--- src/rtl/alu_pkg.sv ---
// rtl/alu_pkg.sv - shared ALU types and constants for the sequential multiplier
package alu_pkg;

  // Default operand width and iteration-counter width; counter must hold WIDTH.
  localparam int ALU_WIDTH = 32;
  localparam int ALU_CNT_W = 6;

  // Multiplier control states.
  typedef enum logic [1:0] {
    IDLE = 2'd0,
    CALC = 2'd1,
    DONE = 2'd2
  } mult_state_t;

  // ALU operation codes; the ALU control selects this unit on ALU_OP_MUL.
  localparam logic [3:0] ALU_OP_ADD = 4'h0;
  localparam logic [3:0] ALU_OP_SUB = 4'h1;
  localparam logic [3:0] ALU_OP_MUL = 4'h2;

endpackage

--- src/rtl/mult_control_unit.sv ---
// rtl/mult_control_unit.sv - FSM and iteration counter for the shift-add multiplier
module mult_control_unit
  import alu_pkg::*;
#(
  parameter int WIDTH = ALU_WIDTH,
  parameter int CNT_W = ALU_CNT_W
) (
  input  logic clk,
  input  logic rst_n,
  input  logic start,
  output logic load,
  output logic shift_add,
  output logic busy,
  output logic done,
  output logic product_we
);

  localparam logic [CNT_W-1:0] LAST_ITER = CNT_W'(WIDTH - 1);

  mult_state_t      state;
  logic [CNT_W-1:0] count;

  // start is honoured only when no operation is in flight (IDLE or DONE).
  assign load       = start && ((state == IDLE) || (state == DONE));
  assign shift_add  = (state == CALC);
  // The last iteration writes the product so it is valid in the DONE cycle.
  assign product_we = (state == CALC) && (count == LAST_ITER);

  // State, counter and registered busy/done flags.
  always_ff @(posedge clk or negedge rst_n) begin
    if (!rst_n) begin
      state <= IDLE;
      count <= '0;
      busy  <= 1'b0;
      done  <= 1'b0;
    end else begin
      case (state)
        IDLE, DONE: begin
          done <= 1'b0;
          if (start) begin
            state <= CALC;
            count <= '0;
            busy  <= 1'b1;
          end else begin
            state <= IDLE;
            busy  <= 1'b0;
          end
        end
        CALC: begin
          count <= count + 1'b1;
          if (count == LAST_ITER) begin
            state <= DONE;
            busy  <= 1'b0;
            done  <= 1'b1;
          end
        end
        default: begin
          state <= IDLE;
          busy  <= 1'b0;
          done  <= 1'b0;
        end
      endcase
    end
  end

endmodule

--- src/rtl/sequential_multiplier_32bit.sv ---
// rtl/sequential_multiplier_32bit.sv - unsigned multi-cycle shift-add multiplier
module sequential_multiplier_32bit
  import alu_pkg::*;
#(
  parameter int WIDTH = ALU_WIDTH,
  parameter int CNT_W = ALU_CNT_W
) (
  input  logic                 clk,
  input  logic                 rst_n,
  input  logic                 start,
  input  logic [WIDTH-1:0]     a,
  input  logic [WIDTH-1:0]     b,
  output logic                 busy,
  output logic                 done,
  output logic [2*WIDTH-1:0]   product
);

  logic                 load;
  logic                 shift_add;
  logic                 product_we;
  logic [WIDTH-1:0]     mcand;
  logic [2*WIDTH-1:0]   acc;
  logic [2*WIDTH-1:0]   acc_next;
  logic [WIDTH:0]       sum;

  mult_control_unit #(
    .WIDTH (WIDTH),
    .CNT_W (CNT_W)
  ) u_ctrl (
    .clk        (clk),
    .rst_n      (rst_n),
    .start      (start),
    .load       (load),
    .shift_add  (shift_add),
    .busy       (busy),
    .done       (done),
    .product_we (product_we)
  );

  // One iteration: add mcand into the upper half when the multiplier LSB is set,
  // keeping the carry, then shift the whole accumulator right by one.
  always_comb begin
    sum      = {1'b0, acc[2*WIDTH-1:WIDTH]} + (acc[0] ? {1'b0, mcand} : '0);
    acc_next = {sum, acc[WIDTH-1:1]};
  end

  // Operand capture on an accepted start, otherwise iterate while in CALC.
  always_ff @(posedge clk or negedge rst_n) begin
    if (!rst_n) begin
      mcand <= '0;
      acc   <= '0;
    end else if (load) begin
      mcand <= a;
      acc   <= {{WIDTH{1'b0}}, b};
    end else if (shift_add) begin
      acc   <= acc_next;
    end
  end

  // Product register: written only by the final iteration, held otherwise.
  always_ff @(posedge clk or negedge rst_n) begin
    if (!rst_n) begin
      product <= '0;
    end else if (product_we) begin
      product <= acc_next;
    end
  end

endmodule
--- config.mk ---
export PLATFORM = sky130hd
export DESIGN_NAME = sequential_multiplier_32bit
export DESIGN_NICKNAME = d
export VERILOG_FILES = /design/src/rtl/alu_pkg.sv /design/src/rtl/mult_control_unit.sv /design/src/rtl/sequential_multiplier_32bit.sv
export SDC_FILE = /design/constraint.sdc
export NUM_CORES = 1
export LEC_CHECK = 0
export BUFFER_PORTS_ARGS = -buffer_cell sky130_fd_sc_hd__clkbuf_2
export CAP_MARGIN = 20
export CORE_MARGIN = 4
export CORE_UTILIZATION = 50
export DETAILED_ROUTE_END_ITERATION = 8
export GPL_TIMING_DRIVEN = 0
export PLACE_DENSITY = 0.76
export SYNTH_ARGS = -nofsm -noshare
export SYNTH_HDL_FRONTEND = slang
export SYNTH_SLANG_ARGS = --single-unit
--- constraint.sdc ---
create_clock -name clk -period 8.3 [get_ports clk]
set_input_delay 0.83 -clock clk [delete_from_list [all_inputs] [get_ports clk]]
set_output_delay 0.83 -clock clk [all_outputs]
set_load 0.01 [all_outputs]
==> flow_results.org, run 1 <==
** Power and ir drop
- Of the total power, combinational logic draws 0.430.
- Clock power share :: 0.204
- Internal power :: 2307 uW
- Total power per unit cell area :: roughly 390 mW/mm2
- Of the total power, the share spent switching nets is 0.4014.
- Part of the total power dissipated in sequential elements :: 0.365
- The worst-case IR drop observed on VDD is ~0.17 mV.
- Reported leakage power :: 0.005016 uW
- For this design the total switching power over the nets is 1547 uW.

** Global route
- The first global-routing pass estimated 35.25 mm of wire.
- The initial antenna violation count was 0.
- Gr usage total :: 0.2392
- Overall overflow remaining after global route :: 0
- Number of global-route vias before repair :: just under 7k
- Pin count of the biggest net entering global routing :: 96

** Worst setup path
- At the worst endpoint, the required time is roughly 8.6 ns.
- The worst setup path is of the register to register kind.
- In this run the critical register-to-register path is launched from acc[0]$_DFFE_PN0P_.
- Max Fanout on Critical Path :: 10
- Critical path arrival :: approximately 3.9 ns
- Register-to-Register Setup Slack :: approximately 4.7 ns
- Crit start category :: register
- The worst setup path is captured at a register.
- Depth of the most critical reg-to-reg path :: 13
- The worst register-to-register path ends at product[57]$_DFFE_PN0P_.

** Logic synthesis
- Unique cell type count in the Yosys netlist :: 52
- Fraction of the yosys area taken by sequential cells :: 0.5050
- Total of warnings raised by yosys :: 0
- Number of synthesized register bits :: about 170
- Sorting the synthesized cells by area gives the leading types as sky130_fd_sc_hd__dfrtp_1 (51%), sky130_fd_sc_hd__nand2_1 (15%), sky130_fd_sc_hd__ha_1 (5.0%).
- After synthesis, the mean cell area works out to around 9 um2.
- Cell type with the largest total area after synthesis :: sky130_fd_sc_hd__dfrtp_1
- Area fraction of the dominant cell type after synthesis :: 0.5050
- Number of enable flip-flop cells after synthesis :: 0
- Post-synth ARST share :: 1.000
- Post-synth top flop :: sky130_fd_sc_hd__dfrtp_1
- In the synthesized netlist, the number of instances is roughly 920.
- Number of nets in the synthesized netlist :: ~1k
- Post-synthesis cell area :: roughly 0.0083 mm2

** CTS
- Deepest clock path buffer count :: 2
- CTS saw 168 sinks.
- For this design, the CTS-stage hold fixing added 0 buffers.
- Number of buffers inserted during clock tree synthesis :: 17
- Buffers added to address setup during post-CTS repair amount to 0.
- Clock latency on the worst-skew pair, taken at its later pin, is about 0.44 ns.
- TritonCTS built the clock tree.
- Clock tree synthesis selected as its root buffer the cell sky130_fd_sc_hd__clkbuf_16.
- Clock Pin Slew Worst Setup and Hold Paths :: ~0.070 ns
- Htree depth :: 4
- Cts repair resizes :: 0

** Cells and area
- From synthesis to final layout, the design area changed by 18.53%.
- 0 antenna diodes ended up in the layout.
- Fraction of layout instances using a drive strength above 1 :: 0.1774
- Final standard cell area without fillers :: ~0.0099 mm2
- Commonest non-fill, non-tap cells in the layout :: sky130_fd_sc_hd__nand2_1 (338), sky130_fd_sc_hd__dfrtp_1 (168), sky130_fd_sc_hd__clkbuf_2 (131)
- In the final design database the tool counted 1,176 nets.
- At the end of the flow the core is filled with cells to 0.6123.
- The library cell used most frequently in the layout, excluding fill and tap cells, is sky130_fd_sc_hd__nand2_1.

** Routing
- In this run the remaining antenna-violating nets after routing total 0.
- Post-DR wirelength/cell :: around 17 um
- Via count :: 7,063
- After detailed routing, the total wire length is between 20 and 25 mm.
- Using the TritonRoute via totals, the vias-per-cell ratio works out to 5.416.
- For this run, design rule violations remaining after detail routing come to 0.
- The first routing iteration left between 600 and 700 violations.
- Before antenna repair, the detailed router went through 5 iterations.

** Placed design
- Number of port buffers :: around 130
- Detailed Place HPWL :: ~16 mm
- At the end of routability-driven placement, the weighted congestion stood at 0.8955.
- After detailed placement, the total cell area comes to around 0.0093 mm2.

** Outcome
- Result of the run :: finished, final reports clean

** Timing
- For the final routed database, the setup TNS stands at 0 ns.
- In the finished design, the share of the clock period the worst path needs comes to 0.4346.
- Worst clock skew :: between 0.01 and 0.015 ns
- Final setup violation count :: 0
- Hold violation total from the final report :: 0
- Highest clock rate :: approximately 0.28 GHz
- Setup repair after global routing left no endpoint under its margin.
- Worst slew slack as a fraction of its limit :: 0.5116
- At the pin with the least slew margin, the transition time is roughly 0.73 ns.
- Shortest clock period the worst path allows after layout :: 3.607 ns
- Max-slew violation total from the final report :: 0

** Floorplanning
- Row generation in the floorplan step produced 46 rows.
- The die is 137.0 um tall.
- The initial utilization of the core area, before any placement, comes to 0.5165.
- The die is around 140 um wide.
- The core region is 0.01612 mm2.
- IO Count :: about 130
- The floorplan step defined a die boundary enclosing 0.01878 mm2.

** Flow run
- The tool flagged a number of max-cap violations equal to 0.

** Worst hold path
- The tightest min-delay check is of the primary input to asynchronous set/reset pin type.
-- worst max-delay path, stage by stage (launching register included) --
cell and delay (ns):
sky130_fd_sc_hd__dfrtp_1 0.51, sky130_fd_sc_hd__clkbuf_1 0.36, sky130_fd_sc_hd__and2_1 0.19, sky130_fd_sc_hd__ha_1 0.17
sky130_fd_sc_hd__inv_1 0.07, sky130_fd_sc_hd__fa_1 0.39, sky130_fd_sc_hd__nand2b_1 0.19, sky130_fd_sc_hd__a21oi_1 0.19
sky130_fd_sc_hd__o2111ai_1 0.22, sky130_fd_sc_hd__a31oi_1 0.41, sky130_fd_sc_hd__nor2_2 0.13, sky130_fd_sc_hd__o21ai_2 0.19
sky130_fd_sc_hd__mux2i_1 0.30, sky130_fd_sc_hd__o22ai_1 0.14
-- cell type report --
cell class / instances / area, um2
multi-input combinational: 698 / 3902
clock inverter: 13 / 132.6
clock buffer: 19 / 442.9
inverter: 9 / 33.78
tap: 216 / 270.3
timing repair buffer: 133 / 696.9
fill: 1391 / 6248
sequential: 168 / 4204
buffer: 48 / 183.9
-- flip-flops by register name (all words and copies together) (netlist names) --
signal	flops
product	64
u_ctrl.count	6
acc	64
mcand	32
u_ctrl.state	2
-- per-layer routing --
metal / wire length, um / global-route usage
met4: 497 / 0.08481
met3: 1103 / 0.04522
met5: 0 / 0
met2: 10260 / 0.3676
met1: 9838 / 0.3402
-- power by group through the flow --
stage	Clock (uW)	Sequential (uW)	Combinational, uW
5_1_grt	837	1450	1850
4_1_cts	795	1410	1660
3_5_place_dp	0	1410	1650
2_1_floorplan	0	1430	1110
6_report	788	1410	1660
3_3_place_gp	0	1400	1600
-- synth_stat cells, types with 2 or more instances --
cell type,count
sky130_fd_sc_hd__ha_1,33
sky130_fd_sc_hd__nor2b_1,5
sky130_fd_sc_hd__o211ai_1,5
sky130_fd_sc_hd__a211oi_1,3
sky130_fd_sc_hd__nand2_1,338
sky130_fd_sc_hd__o22ai_1,3
sky130_fd_sc_hd__and2_1,35
sky130_fd_sc_hd__nor3_1,4
sky130_fd_sc_hd__nor2_1,36
sky130_fd_sc_hd__nand3_1,8
sky130_fd_sc_hd__o21bai_1,4
sky130_fd_sc_hd__a31oi_1,22
sky130_fd_sc_hd__o21ai_1,10
sky130_fd_sc_hd__dfrtp_1,168
sky130_fd_sc_hd__clkbuf_1,39
sky130_fd_sc_hd__buf_1,6
sky130_fd_sc_hd__a22o_1,25
sky130_fd_sc_hd__mux2_2,10
sky130_fd_sc_hd__a221o_1,2
sky130_fd_sc_hd__o21ai_0,24
sky130_fd_sc_hd__xor2_1,9
sky130_fd_sc_hd__nand4_1,4
sky130_fd_sc_hd__o21a_1,2
sky130_fd_sc_hd__xnor2_1,19
sky130_fd_sc_hd__o21ai_2,3
sky130_fd_sc_hd__and3_1,4
sky130_fd_sc_hd__nand2b_1,9
sky130_fd_sc_hd__a21oi_1,34
sky130_fd_sc_hd__a21o_1,12
sky130_fd_sc_hd__inv_1,8
sky130_fd_sc_hd__buf_2,3
sky130_fd_sc_hd__a22oi_1,16
-- logic make-up after synthesis --
group / after synthesis / synth area share
xor gates and xnor gates: 28 / 0.02946
muxes: 11 / 0.01473
AOI/OAI and AO/OA: 177 / 0.1496
buffers and inverters: 57 / 0.02615
DFF: 168 / 0.5050
and+or+nand+nor: 448 / 0.2231
adders and majority gates: 34 / 0.05201
-- how the worst max path moves through the flow --
stage,startpoint,endpoint,cells after the start
floorplan,acc[0]$_DFFE_PN0P_,product[57]$_DFFE_PN0P_,13
global placement,rst_n,product[21]$_DFFE_PN0P_,1
detailed placement,acc[0]$_DFFE_PN0P_,product[57]$_DFFE_PN0P_,13
CTS,acc[0]$_DFFE_PN0P_,product[57]$_DFFE_PN0P_,13
global route,acc[0]$_DFFE_PN0P_,product[57]$_DFFE_PN0P_,13
finish,acc[0]$_DFFE_PN0P_,product[57]$_DFFE_PN0P_,13
-- per-stage QoR --
stage / hold slack [ns] / power (uW) / setup slack, ns / std cells
3_5_place_dp: 0.4573 / 3056 / 4.757 / 1272
5_1_grt: 0.4522 / 4136 / 4.553 / 1304
3_3_place_gp: 0.4518 / 3004 / 3.369 / 1271
4_1_cts: 0.4274 / 3862 / 4.717 / 1304
2_1_floorplan: 0.4374 / 2541 / 5.521 / 923
6_report: 0.3957 / 3854 / 4.693 / 1304
Note: power is estimated with default switching activity, not from simulation.
==> run 2: changes to the inputs <==
--- a/config.mk
+++ b/config.mk
@@ -11,7 +11,7 @@
 export CORE_UTILIZATION = 50
 export DETAILED_ROUTE_END_ITERATION = 8
 export GPL_TIMING_DRIVEN = 0
-export PLACE_DENSITY = 0.76
+export PLACE_DENSITY = 0.79
 export SYNTH_ARGS = -nofsm -noshare
 export SYNTH_HDL_FRONTEND = slang
 export SYNTH_SLANG_ARGS = --single-unit
==> constraint.sdc (replaced) <==
create_clock -name clk -period 3 [get_ports clk]
set_input_delay 0.3 -clock clk [delete_from_list [all_inputs] [get_ports clk]]
set_output_delay 0.3 -clock clk [all_outputs]
set_load 0.01 [all_outputs]
==> flow_results.org, run 2 (synthesis results as in run 1) <==
** Outcome
- Result of the run: finished, final reports clean (unchanged).

** Global route
- The largest net degree at the start of global routing was 113 (was 96).
- The global router's overall resource usage came to 0.2404 (was 0.2392).
- The number of global-route vias before repair came to 6,993 (was 6,900).
- The overflow left after global routing was 0 (unchanged).
- The global-route wire length before repair came to 35.33 mm (was 35.25 mm).
- The initial antenna violation count is 0 (unchanged).

** Worst setup path
- The cell with the biggest individual delay on the critical path is sky130_fd_sc_hd__dfrtp_2 (was sky130_fd_sc_hd__dfrtp_1).
- Dominant delay contributor by cell family on the critical path :: compound AO/OA/AOI/OAI gates (unchanged)
- The largest incremental delay on the critical path was 0.46 ns (was 0.51 ns).
- Critical path arrival :: 3.26 ns (was 3.91 ns)
- The number of buffer and inverter instances along the worst setup path came to 2 (unchanged).
- The largest fanout on the critical path came to 10 (unchanged).
- The endpoint kind of the worst setup timing path is a register (unchanged).
- List of cells traversed by the critical path :: clkbuf_4 -> nand2_1 -> inv_1 -> ha_1 -> a211oi_2 -> o21ai_2 -> o2111ai_4 -> o21ai_4 -> a31oi_4 -> o21ai_1 -> xor2_1 -> mux2_2 (was clkbuf_1 -> and2_1 -> ha_1 -> inv_1 -> fa_1 -> nand2b_1 -> a21oi_1 -> o2111ai_1 -> a31oi_1 -> nor2_2 -> o21ai_2 -> mux2i_1 -> o22ai_1)
- The startpoint type of the worst setup path is a register (unchanged).
- The type of the worst setup path is register to register (unchanged).
- Required time worst endpoint :: 3.33 ns (was 8.60 ns)

** Floorplanning
- Chip Width :: 137.0 um (unchanged)
- Core Region :: 0.01612 mm2 (unchanged)
- Starting density of the core :: 0.5165 (unchanged)
- The number of placement rows was 46 (unchanged).
- The top-level I/O count was 133 (unchanged).
- Area of the die :: 0.01878 mm2 (unchanged)
- The die boundary height came to 137.0 um (unchanged).

** Cells and area
- The area added between synthesis and finish was 23.45% (was 18.53%).
- The total non-filler cell area in the finished layout was 0.01028 mm2 (was 0.009867 mm2).
- The most common cell after layout, fill and taps aside was sky130_fd_sc_hd__nand2_1 (unchanged).
- The share of final-layout standard cells stronger than drive strength 1 came to 0.2208 (was 0.1774).
- Core utilization of the finished layout :: 0.6377 (was 0.6123)
- Commonest non-fill, non-tap cells in the layout :: sky130_fd_sc_hd__nand2_1 (338), sky130_fd_sc_hd__dfrtp_1 (167), sky130_fd_sc_hd__clkbuf_2 (131) (was sky130_fd_sc_hd__nand2_1 (338), sky130_fd_sc_hd__dfrtp_1 (168), sky130_fd_sc_hd__clkbuf_2 (131))
- The antenna diode count was 0 (unchanged).
- Fin nets :: 1,193 (was 1,176)
- Regs by FF count :: acc x64, product x64, mcand x32 (unchanged)

** CTS
- Library cell used as clock root buffer :: sky130_fd_sc_hd__clkbuf_16 (unchanged)
- The CTS tree was yes (unchanged).
- The number of levels in the clock H-tree came to 4 (unchanged).
- The number of clock buffers inserted by TritonCTS is 17 (unchanged).
- Clock Pin Slew Worst Setup and Hold Paths :: 0.07 ns (about the same)
- The clock tree buffer depth was 2 (unchanged).
- Clk sinks :: 168 (unchanged)
- Source-to-sink clock delay at the later pin of the worst-skew pair :: 0.44 ns (about the same)

** Routing
- Number of nets with antenna violations after detailed routing :: 0 (unchanged)
- Routed Wire Length :: 22.40 mm (was 21.70 mm)
- The number of vias per cell after detailed routing is 5.450 (was 5.416).
- The violation count after the first detailed-routing iteration was 584 (was 601).
- Detailed Routing Iterations Pass 1 :: 5 (unchanged)
- Via count :: 7,199 (was 7,063)
- The DRC violation count after routing is 0 (unchanged).
- The average wire length per cell after detail routing was 16.96 um (was 16.64 um).

** Placed design
- Detailed Place HPWL :: 15.42 mm (was 15.55 mm)
- Area after detailed placement :: 0.009291 mm2 (unchanged)
- GPL Wtd Cong :: 0.8852 (was 0.8955)
- The total of buffers placed on input and output ports is 132 (unchanged).
- The post-placement worst setup slack was -0.6235 ns (was 4.757 ns).

** Flow run
- The max-capacitance violation count was 0 (unchanged).

** Timing
- Unrepaired setup endpoints after global routing :: yes (was no)
- The number of hold-slack violations in the final timing report is 0 (unchanged).
- The final clock skew is 0.01260 ns (was 0.01254 ns).
- The final-report setup violation count is 0 (unchanged).
- The final worst setup slack came to 0.06427 ns (was 4.693 ns).
- Shortest clock period the worst path allows after layout :: 2.936 ns (was 3.607 ns)
- Final Cycle Share :: 0.9786 (was 0.4346)
- The actual slew at the worst max-slew pin is 0.6669 ns (was 0.7325 ns).
- Worst slew slack as a fraction of its limit :: 0.5554 (was 0.5116)
- Final sum of negative setup slack :: 0 ns (unchanged)
- Highest clock rate :: 0.3406 GHz (was 0.2772 GHz)
- The count of pins over their slew limit came to 0 (unchanged).

** Power and ir drop
- The fraction of power spent switching nets is 0.4063 (was 0.4014).
- The logic gate share of total power is 0.453 (was 0.430).
- Reported leakage power :: 0.005171 uW (was 0.005016 uW)
- Net switching component of the power :: 4575 uW (was 1547 uW)
- Clock power share :: 0.200 (was 0.204)
- The internal power was 6686 uW (was 2307 uW).
- The post-layout total power was 11,260 uW (was 3854 uW).
- Part of the total power dissipated in sequential elements :: 0.348 (was 0.365)
- The total power per unit cell area was 1096 mW/mm2 (was 390.6 mW/mm2).
- The largest vdd supply drop came to 0.5466 mV (was 0.1702 mV).

** Worst hold path
- Hold/Removal Path Class :: primary input to register (was primary input to asynchronous set/reset pin)
## run 2: changes by cell type in the layout (fill, tap and decap cells not counted), moves of 3 or more
cell,previous run,this run
sky130_fd_sc_hd__buf_4,0,17
sky130_fd_sc_hd__ha_1,33,24
sky130_fd_sc_hd__a21oi_1,34,27
sky130_fd_sc_hd__a21oi_2,0,6
sky130_fd_sc_hd__ha_2,0,5
sky130_fd_sc_hd__clkbuf_1,40,36
sky130_fd_sc_hd__ha_4,0,4
sky130_fd_sc_hd__inv_8,1,5
sky130_fd_sc_hd__a31oi_1,22,19
sky130_fd_sc_hd__xnor2_1,19,16
sky130_fd_sc_hd__xnor2_2,0,3
## run 2: tightest hold or removal path: stages
cell and delay, ns:
sky130_fd_sc_hd__clkbuf_2 0.07, sky130_fd_sc_hd__nand2_1 0.04, sky130_fd_sc_hd__nand2_1 0.04
## run 2: metrics by stage
stage,cells,hold WS (ns)
2_1_floorplan,923,0.004409
3_3_place_gp,1271,0.4537
3_5_place_dp,1272,0.2990
4_1_cts,1313,0.03640
5_1_grt,1321,0.04394
6_report,1321,0.04488
## run 2: worst paths after layout
| check | start | to | slack (ns) | cells after the start |
|---|---|---|---|---|
| hold / removal | a[29] | mcand[29]$_DFFE_PN0P_ | 0.04 | 3 |
| hold reg to reg | mcand[14]$_DFFE_PN0P_ | mcand[14]$_DFFE_PN0P_ | 0.47 | 2 |
| max in group asynchronous | rst_n | mcand[0]$_DFFE_PN0P_ | 1.70 | 3 |
| setup reg to reg | acc[0]$_DFFE_PN0P_ | product[58]$_DFFE_PN0P_ | 0.06 | 12 |
| min in group asynchronous | rst_n | product[51]$_DFFE_PN0P_ | 0.39 | 2 |
| setup / recovery | acc[0]$_DFFE_PN0P_ | product[58]$_DFFE_PN0P_ | 0.06 | 12 |
## run 2: power by group through the flow
| stage | sequential, uW | clock [uW] | combinational, uW |
|---|---|---|---|
| 2_1_floorplan | 3960 | 0 | 3070 |
| 3_3_place_gp | 3890 | 0 | 4420 |
| 3_5_place_dp | 3910 | 0 | 4530 |
| 4_1_cts | 3890 | 2270 | 4710 |
| 5_1_grt | 4030 | 2380 | 5620 |
| 6_report | 3920 | 2250 | 5100 |
## run 2: cell type report
class | instances | area [um2]
Tap cell | 216 | 270.3
Fill cell | 1315 | 5839
Sequential cell | 168 | 4205
Timing Repair Buffer | 150 | 827.0
Inverter | 9 | 33.78
Buffer | 48 | 202.7
Clock buffer | 17 | 425.4
Clock inverter | 15 | 177.7
Multi-Input combinational cell | 698 | 4134
## run 2: repair_timing
action,4_1_cts,5_1_grt
endpoints found under the setup margin,32,20
resized for setup,16,36
hold buffers,1,0
setup buffers,8,8
endpoints found under the hold margin,56,0
pin swaps,8,15
## run 2: layer usage
layer / global-route usage / share of wire / routed length [um] / vias to the layer above
li1: - / - / - / 3443
met1: 0.3359 / 0.44 / 9926 / 3459
met2: 0.3774 / 0.48 / 10660 / 257
met3: 0.04890 / 0.060 / 1335 / 40
met4: 0.07816 / 0.022 / 484 / 0
met5: 0 / 0 / 0 / -
